==> src/rtl/cpu_trace_tx_if.sv <==
// CPU-side trace port: the CPU offers one record per result_ready and is
// released by a one-cycle next_out acknowledge.
interface cpu_trace_tx_if;
    logic       result_ready;
    logic [7:0] opcode;
    logic [7:0] pc_in;
    logic [7:0] operand_A;
    logic [7:0] operand_B;
    logic [7:0] result_in;
    logic       carry_in;
    logic       borrow_in;
    logic       next_out;

    modport master (
        output result_ready, opcode, pc_in, operand_A, operand_B,
               result_in, carry_in, borrow_in,
        input  next_out
    );

    modport slave (
        input  result_ready, opcode, pc_in, operand_A, operand_B,
               result_in, carry_in, borrow_in,
        output next_out
    );
endinterface

==> src/rtl/cpu_trace_tx.sv <==
// CPU trace transmitter: captures executed-instruction records into a small
// FIFO (with a hold-off window against a sticky result_ready) and sends each
// record as six 8N1 bytes: pc, opcode, operand_A, operand_B, result, flags.
module cpu_trace_tx #(
    parameter int DEPTH        = 4,
    parameter int CLKS_PER_BIT = 4,
    parameter int HOLDOFF      = 6
) (
    input  logic          clk,
    input  logic          rst,
    cpu_trace_tx_if.slave cpu,
    output logic          serial_out,
    output logic          tx_busy,
    output logic [3:0]    fifo_count,
    output logic [7:0]    records_sent
);

    localparam int PTR_W = (DEPTH > 1) ? $clog2(DEPTH) : 1;
    localparam int CNT_W = (CLKS_PER_BIT > 1) ? $clog2(CLKS_PER_BIT) : 1;
    localparam int HO_W  = (HOLDOFF > 0) ? $clog2(HOLDOFF + 1) : 1;

    localparam logic [CNT_W-1:0] BIT_LAST   = CNT_W'(CLKS_PER_BIT - 1);
    localparam logic [HO_W-1:0]  HO_LOAD    = HO_W'(HOLDOFF);
    localparam logic [3:0]       COUNT_FULL = 4'(DEPTH);

    typedef enum logic [1:0] {
        IDLE  = 2'd0,
        START = 2'd1,
        DATA  = 2'd2,
        STOP  = 2'd3
    } tx_state_t;

    // Records are stored as {pc, opcode, A, B, result, flags}; the shifter
    // wants the first byte on the wire in bits [7:0] so that a plain right
    // shift streams every byte LSB first in the required byte order.
    function automatic logic [47:0] wire_order(input logic [47:0] rec);
        return {rec[7:0], rec[15:8], rec[23:16], rec[31:24], rec[39:32], rec[47:40]};
    endfunction

    logic [47:0]      mem_r [DEPTH];
    logic [PTR_W-1:0] wr_ptr_r;
    logic [PTR_W-1:0] rd_ptr_r;
    logic [HO_W-1:0]  holdoff_r;
    logic             next_out_r;
    logic [47:0]      record_s;
    logic             capture_s;
    logic             pop_s;

    tx_state_t        state_r, state_s;
    logic [47:0]      shift_r, shift_s;
    logic [CNT_W-1:0] bit_cnt_r, bit_cnt_s;
    logic [2:0]       bit_idx_r, bit_idx_s;
    logic [2:0]       byte_idx_r, byte_idx_s;
    logic             sent_s;
    logic             line_s;

    assign cpu.next_out = next_out_r;

    // Capture decision: a record is taken only outside hold-off and with room in the FIFO.
    always_comb begin
        record_s = {cpu.pc_in, cpu.opcode, cpu.operand_A, cpu.operand_B,
                    cpu.result_in, 6'b000000, cpu.borrow_in, cpu.carry_in};
        if (cpu.result_ready && (holdoff_r == {HO_W{1'b0}}) && (fifo_count < COUNT_FULL)) begin
            capture_s = 1'b1;
        end else begin
            capture_s = 1'b0;
        end
    end

    // FIFO storage; contents need no reset since the count gates every read.
    always_ff @(posedge clk) begin
        if (capture_s && !rst) begin
            mem_r[wr_ptr_r] <= record_s;
        end
    end

    // FIFO pointers, occupancy, hold-off timer and capture acknowledge.
    always_ff @(posedge clk) begin
        if (rst) begin
            wr_ptr_r   <= {PTR_W{1'b0}};
            rd_ptr_r   <= {PTR_W{1'b0}};
            fifo_count <= 4'd0;
            holdoff_r  <= {HO_W{1'b0}};
            next_out_r <= 1'b0;
        end else begin
            if (capture_s) begin
                wr_ptr_r <= wr_ptr_r + PTR_W'(1);
            end
            if (pop_s) begin
                rd_ptr_r <= rd_ptr_r + PTR_W'(1);
            end
            case ({capture_s, pop_s})
                2'b10:   fifo_count <= fifo_count + 4'd1;
                2'b01:   fifo_count <= fifo_count - 4'd1;
                default: fifo_count <= fifo_count;
            endcase
            if (capture_s) begin
                holdoff_r <= HO_LOAD;
            end else if (holdoff_r != {HO_W{1'b0}}) begin
                holdoff_r <= holdoff_r - HO_W'(1);
            end
            next_out_r <= capture_s;
        end
    end

    // Serializer next-state logic; the line level is derived from the next state
    // so serial_out can be a plain register that is already correct in each state.
    always_comb begin
        state_s    = state_r;
        shift_s    = shift_r;
        bit_cnt_s  = bit_cnt_r;
        bit_idx_s  = bit_idx_r;
        byte_idx_s = byte_idx_r;
        pop_s      = 1'b0;
        sent_s     = 1'b0;
        line_s     = 1'b1;
        case (state_r)
            IDLE: begin
                if (fifo_count != 4'd0) begin
                    pop_s      = 1'b1;
                    shift_s    = wire_order(mem_r[rd_ptr_r]);
                    byte_idx_s = 3'd0;
                    bit_cnt_s  = {CNT_W{1'b0}};
                    state_s    = START;
                end else begin
                    state_s = IDLE;
                end
            end
            START: begin
                if (bit_cnt_r == BIT_LAST) begin
                    bit_cnt_s = {CNT_W{1'b0}};
                    bit_idx_s = 3'd0;
                    state_s   = DATA;
                end else begin
                    bit_cnt_s = bit_cnt_r + CNT_W'(1);
                end
            end
            DATA: begin
                if (bit_cnt_r == BIT_LAST) begin
                    bit_cnt_s = {CNT_W{1'b0}};
                    shift_s   = {1'b0, shift_r[47:1]};
                    if (bit_idx_r == 3'd7) begin
                        state_s = STOP;
                    end else begin
                        bit_idx_s = bit_idx_r + 3'd1;
                    end
                end else begin
                    bit_cnt_s = bit_cnt_r + CNT_W'(1);
                end
            end
            STOP: begin
                if (bit_cnt_r == BIT_LAST) begin
                    bit_cnt_s = {CNT_W{1'b0}};
                    if (byte_idx_r == 3'd5) begin
                        sent_s  = 1'b1;
                        state_s = IDLE;
                    end else begin
                        byte_idx_s = byte_idx_r + 3'd1;
                        state_s    = START;
                    end
                end else begin
                    bit_cnt_s = bit_cnt_r + CNT_W'(1);
                end
            end
            default: begin
                state_s = IDLE;
            end
        endcase
        case (state_s)
            START:   line_s = 1'b0;
            DATA:    line_s = shift_s[0];
            default: line_s = 1'b1;
        endcase
    end

    // Serializer state and registered line/busy/record-count outputs.
    always_ff @(posedge clk) begin
        if (rst) begin
            state_r      <= IDLE;
            shift_r      <= 48'd0;
            bit_cnt_r    <= {CNT_W{1'b0}};
            bit_idx_r    <= 3'd0;
            byte_idx_r   <= 3'd0;
            serial_out   <= 1'b1;
            tx_busy      <= 1'b0;
            records_sent <= 8'd0;
        end else begin
            state_r    <= state_s;
            shift_r    <= shift_s;
            bit_cnt_r  <= bit_cnt_s;
            bit_idx_r  <= bit_idx_s;
            byte_idx_r <= byte_idx_s;
            serial_out <= line_s;
            tx_busy    <= (state_s != IDLE);
            if (sent_s) begin
                records_sent <= records_sent + 8'd1;
            end
        end
    end

endmodule

==> src/flat_wrapper.sv <==
// flat-port wrapper written by rule: the top's interface ports become plain ports
module cpu_trace_tx_flat 
#(
    parameter int DEPTH        = 4,
    parameter int CLKS_PER_BIT = 4,
    parameter int HOLDOFF      = 6
)
  (clk, rst, serial_out, tx_busy, fifo_count, records_sent, cpu_result_ready, cpu_opcode, cpu_pc_in, cpu_operand_A, cpu_operand_B, cpu_result_in, cpu_carry_in, cpu_borrow_in, cpu_next_out);
  cpu_trace_tx_if cpu_i ();
  input  logic clk;
  input  logic rst;
  output logic serial_out;
  output logic tx_busy;
  output logic [3:0] fifo_count;
  output logic [7:0] records_sent;
  input wire logic [$bits(cpu_i.result_ready)-1:0] cpu_result_ready;
  input wire logic [$bits(cpu_i.opcode)-1:0] cpu_opcode;
  input wire logic [$bits(cpu_i.pc_in)-1:0] cpu_pc_in;
  input wire logic [$bits(cpu_i.operand_A)-1:0] cpu_operand_A;
  input wire logic [$bits(cpu_i.operand_B)-1:0] cpu_operand_B;
  input wire logic [$bits(cpu_i.result_in)-1:0] cpu_result_in;
  input wire logic [$bits(cpu_i.carry_in)-1:0] cpu_carry_in;
  input wire logic [$bits(cpu_i.borrow_in)-1:0] cpu_borrow_in;
  output wire logic [$bits(cpu_i.next_out)-1:0] cpu_next_out;
  assign cpu_i.result_ready = cpu_result_ready;
  assign cpu_i.opcode = cpu_opcode;
  assign cpu_i.pc_in = cpu_pc_in;
  assign cpu_i.operand_A = cpu_operand_A;
  assign cpu_i.operand_B = cpu_operand_B;
  assign cpu_i.result_in = cpu_result_in;
  assign cpu_i.carry_in = cpu_carry_in;
  assign cpu_i.borrow_in = cpu_borrow_in;
  assign cpu_next_out = cpu_i.next_out;
  cpu_trace_tx #(.DEPTH(DEPTH), .CLKS_PER_BIT(CLKS_PER_BIT), .HOLDOFF(HOLDOFF)) u_core (.clk(clk), .rst(rst), .cpu(cpu_i), .serial_out(serial_out), .tx_busy(tx_busy), .fifo_count(fifo_count), .records_sent(records_sent));
endmodule
==> config.mk <==
export PLATFORM = sky130hd
export DESIGN_NAME = cpu_trace_tx_flat
export DESIGN_NICKNAME = d
export VERILOG_FILES = /design/src/rtl/cpu_trace_tx_if.sv /design/src/rtl/cpu_trace_tx.sv /design/src/flat_wrapper.sv
export SDC_FILE = /design/constraint.sdc
export NUM_CORES = 1
export LEC_CHECK = 0
export ABC_AREA = 1
export CAP_MARGIN = 30
export CELL_PAD_IN_SITES_DETAIL_PLACEMENT = 0
export CELL_PAD_IN_SITES_GLOBAL_PLACEMENT = 1
export CORE_MARGIN = 2
export CORE_UTILIZATION = 51
export DETAILED_ROUTE_END_ITERATION = 7
export MAX_ROUTING_LAYER = met4
export PLACE_DENSITY_LB_ADDON = 0.1
export SLEW_MARGIN = 10
export SYNTH_ARGS = -nofsm -noshare
export SYNTH_HDL_FRONTEND = slang
export SYNTH_SLANG_ARGS = --single-unit
==> constraint.sdc <==
create_clock -name clk -period 8.9 [get_ports clk]
set_input_delay 1.335 -clock clk [delete_from_list [all_inputs] [get_ports clk]]
set_output_delay 1.335 -clock clk [all_outputs]
set_load 0.05 [all_outputs]
Yosys cells after proc, flatten, opt, wreduce, memory -nomap -nowiden --
Memories as Yosys holds them, arrays and structs flattened. A register that Yosys moved wholly into a read port is not among the register bits. Index checks and enable logic that the tools add are counted.
Storage, ports and cells: memory bits (read-only) 0, RAM bits 168, bits in registers 80, logic and storage cells 96, memories kept 1, input port bits 45, output and inout bits 15, latch bits 0
Operators by class: add/sub/neg operators 9, shift-type cells 0, divide/modulo/power cells 0, order comparisons 1, reduce and logical (&&, ||, !) cells 19, bitwise logic cells 0, muxes and demuxes 35, eq/ne operators 16, multipliers 0
Memory list:
- u_core.mem_r | depth 4, width 42, rd ports 1, clocked after Yosys merged registers in 1, write ports 1, RTL line cpu_trace_tx.sv:40 | logic [47:0] mem_r [DEPTH];
Operators with widths (count):
- 2-to-1 mux 48 bit | 2
- one-hot mux 48 bit (2 select lines) | 1
- 2-to-1 mux 3 bit | 8
- 2-to-1 mux 2 bit | 8
- one-hot mux 3 bit (2 select lines) | 2
- nonzero test 2 bit | 6
- == test 2 bit, second input constant | 5
- 2-to-1 mux 1 bit | 10
- adder 8 x 1 -> 8 bit, second input constant | 1
- != test 2 x 1 -> 1 bit, second input constant | 4
- one-hot mux 2 bit (4 select lines) | 1
- one-hot mux 4 bit (2 select lines) | 1
- AND reduction 4 bit | 2
- adder 2 x 1 -> 2 bit, second input constant | 3
- adder 3 x 1 -> 3 bit, second input constant | 2
- == test 2 x 1 -> 1 bit, second input constant | 3
- == test 3 bit, second input constant | 2
- adder 4 x 1 -> 4 bit, second input constant | 1
- < comparator 4 x 3 -> 1 bit, second input constant | 1
- != test 2 bit, second input constant | 2
- one-hot mux 2 bit (2 select lines) | 1
- nonzero test 4 bit | 1
- subtractor 4 x 1 -> 4 bit, second input constant | 1
- logical AND 1 bit | 3
- 9 further kinds | 9

Logic depth before layout (Yosys ltp) --
depth in word-level cells 7, mapped depth 16, gate-level depth less buffers 15

Least setup slack after synthesis --
OpenSTA, ideal clock, no wires.
path type input to register, from input rst, to memory u_core.mem_r[0][0] (netlist bit) (enable), data required time 8459 ps, setup time 441 ps, buffers on the path 1, path slack 4900 ps, arrival time 3558 ps, stages 4, cell sequence buf_2 nor2_1 inv_1 nor2_1
Between the ends: cells in the longest elaborated chain, start to end 4
Ends and longest elaborated chain:
- from (decl) | RTL line flat_wrapper.sv:11 | input logic rst;
- logical NOT 1 bit | RTL line cpu_trace_tx.sv:72 | if (capture_s && !rst) begin
- logical AND 1 bit | RTL line cpu_trace_tx.sv:72
- 2-to-1 mux 1 bit | RTL line cpu_trace_tx.sv:72
- 2-to-1 mux 1 bit (implied by the code) | RTL line cpu_trace_tx.sv:73 | mem_r[wr_ptr_r] <= record_s;
- to (decl) | RTL line cpu_trace_tx.sv:40
Every way passes these cells.

Worst setup path after layout --
from input rst, to memory u_core.mem_r[0][28] (netlist bit) (enable)
Same word-level chain as after synthesis.

==> run_results.csv <==
group,metric,value,unit
run_status,status,"completed",
sta,slew_headroom,39.94,%
cts,cts_tree,"yes",
layout,finalNonFillerCells,1322,
logic_synthesis,synth_area,10170,µm²
place,port_buffers,59,
cts,cts.hold.buffers_added,0,
logic_synthesis,synthFlopType,"edfxtp_1",
logic_synthesis,yosysTopAreaCell,"edfxtp_1",
layout,drive_gt1_share,7.852,%
sta,setup_viol,0,
global_routing,grt_max_degree,86,
floorplanning,ioPinCount,60,
power,vdd_drop_max,0.1672,mV
floorplanning,dieArea,21090,µm²
place,dp_cells,1275,
worst_hold_path,hold_path.class,"flip-flop to flip-flop",
logic_synthesis,synth-seq-area-share,65.54,%
critical_path,required,9.07,ns
cts,h-tree-depth,1,
sta,drv_slew,0,
logic_synthesis,synth_top_area_share,49.59,%
global_routing,grt_use_total,19.86,%
floorplanning,die_h,145.2,µm
logic_synthesis,postSynthAreaPerCell,10.28,µm²
sta,hold_violations,0,
layout,finalCoreUtilization,60.52,%
cts,post_cts_buffers,0,
logic_synthesis,synth_area_leaders,"edfxtp_1, dfxtp_1, nand2_1, o21ai_0, nor2_1",
cts,clock_latency,0.52,ns
logic_synthesis,synth_common_cells,"nand2_1, edfxtp_1, nor2_1",
logic_synthesis,synth_edf_count,168,
critical_path,cp_max_fo,25,
sta,fin_tns_setup,0,ns
floorplanning,die_width,145.2,µm
logic_synthesis,ys_warn_count,0,
place,gp_congestion,0.7307,
critical_path,worstPathArrival,3.73,ns
detailed_routing,ant_nets,0,
floorplanning,start_util,52.10,%
logic_synthesis,synthCells,990,
sta,finalCriticalPeriod,3.553,ns
detailed_routing,drc_errors,0,
power,p_leak,4.614,nW
sta,worstMarginPinSlew,0.9009,ns
floorplanning,rows,51,
global_routing,grt_antenna_before_repair,0,
logic_synthesis,ys_ff_latch,249,
place,post-dp-hpwl,11000,µm
layout,nets,1098,
cts,root_buffer,"clkbuf_16",
detailed_routing,first_iter_violations,428,
logic_synthesis,async_flop_share,0,%
critical_path,critPathKind,"primary input to flip-flop",
detailed_routing,post_drt_wl_per_cell,15.09,µm
cts,clock-sinks,249,
sta,clock_skew,0.01024,ns
global_routing,grt_pass1_vias,6528,
run,maxCapViolCount,0,
cts,numCtsBuffers,26,
global_routing,grt_first_pass_wirelength,32950,µm
layout,fillers,1719,
sta,rsz0062_at_grt,"false",
cts,cts_resized,0,
logic_synthesis,synth_cell_types,37,
detailed_routing,num_vias,6723,
layout,area_growth_syn_to_layout,16.17,%
floorplanning,core,19530,µm²
critical_path,crit_path_end_kind,"flip-flop",
detailed_routing,postRouteWirelength,19950,µm
critical_path,start_kind,"primary input",
sta,max_clock_freq,281.5,MHz
detailed_routing,dr.pass1.iters,5,
detailed_routing,vias_per_cell,5.085,
layout,antennaDiodeCount,0,
logic_synthesis,synthMostInstantiatedCell,"nand2_1",
logic_synthesis,synth_fp_nets,1050,
cts,cts_buffer_depth,3,
global_routing,gr-total-overflow,0,
cts,path_clk_slew,0.06,ns
power,powerDensity,310.4,nW/µm²
sta,min_period_over_period,39.92,%
metal layers:
metal / routed length [µm] / track usage, % / vias to the layer above
met3: 713 / 2.830 / 26
met5: 0 / - / -
met2: 9650 / 32.77 / 109
met4: 318 / 5.343 / 0
met1: 9266 / 26.04 / 3159
li1: - / - / 3429
path summary, 6_finish.rpt:
| check | startpoint | end | slack, ns | cells past startpoint |
|---|---|---|---|---|
| worst max register to register | u_core.holdoff_r[1] | u_core.mem_r[0][28] | 6.15 | 7 |
| worst min register to register | u_core.shift_r[46] | u_core.shift_r[46] | 0.45 | 2 |
| worst min-delay path | u_core.shift_r[46] | u_core.shift_r[46] | 0.45 | 2 |
| worst max-delay path | rst | u_core.mem_r[0][28] | 5.35 | 5 |
layout make-up:
type / instances / area [µm²] / share of cell area, %
Inverter: 91 / 351.6 / 2.975
Tap cell: 265 / 331.6 / 2.806
Clock inverter: 11 / 133.9 / 1.133
Multi-Input combinational cell: 602 / 2935 / 24.84
Clock buffer: 36 / 739.5 / 6.257
Sequential cell: 249 / 6668 / 56.42
Timing Repair Buffer: 68 / 658.1 / 5.569
metrics by stage:
step	hold WS (ns)	power [W]	setup WS (ns)	area, µm²
detailed placement	0.4424	0.002620	4.733	10940
CTS	0.4516	0.003714	5.285	11820
global route	0.4770	0.003924	5.147	11820
floorplan	0.4268	0.002369	4.900	10170
global placement	0.4389	0.002606	4.791	10940
finish	0.4475	0.003668	5.347	11820
sequential cells by signal (all words and copies together) (netlist names), named ones only:
name,flops
u_core.records_sent,8
u_core.state_r,2
u_core.bit_idx_r,3
u_core.byte_idx_r,3
u_core.rd_ptr_r,2
u_core.bit_cnt_r,2
u_core.wr_ptr_r,2
u_core.mem_r,168
u_core.holdoff_r,3
u_core.cpu.next_out,1
u_core.fifo_count,4
u_core.tx_busy,1
u_core.serial_out,1
u_core.shift_r,47
where the power goes:
group          leakage [nW]  total (W)  internal, W  switching (W)
combinational          2.01    0.00110     0.000352       0.000744
clock                 0.425    0.00109     0.000665       0.000423
sequential             2.18    0.00148      0.00140      0.0000799
worst max-delay path, stage by stage:
cell	delay (ns)
clkdlybuf4s50_1	0.76
nor2_1	0.37
inv_1	0.25
nor2_4	0.50
buf_4	0.47
cells in the final DEF (no fill, tap or decap), types with 4 or more instances in the layout:
cell type,instances
nand2_1,192
clkbuf_1,6
inv_1,82
o21ai_0,109
inv_2,5
o21ai_1,5
nand3_1,37
nand4_1,4
ha_1,15
dfxtp_1,80
o22ai_1,29
buf_4,9
clkinv_2,5
nand3_2,7
a21oi_1,27
nor2_4,5
nor2_1,138
clkdlybuf4s50_1,59
nand2_2,8
edfxtp_1,168
o211ai_1,8
clkbuf_16,27
kinds of logic (layout without fill, tap and decap cells):
kind of cell    Yosys count  in the layout  share of synthesized area (%)
compound gates          183            183                          9.705
xor+xnor                  2              2                         0.1722
flops                   249            249                          65.54
fa+ha+maj                15             15                          1.845
simple gates            402            402                          16.84
buf+inv                 139            206                          5.904
No activity file was read; power rests on OpenSTA's default activity.
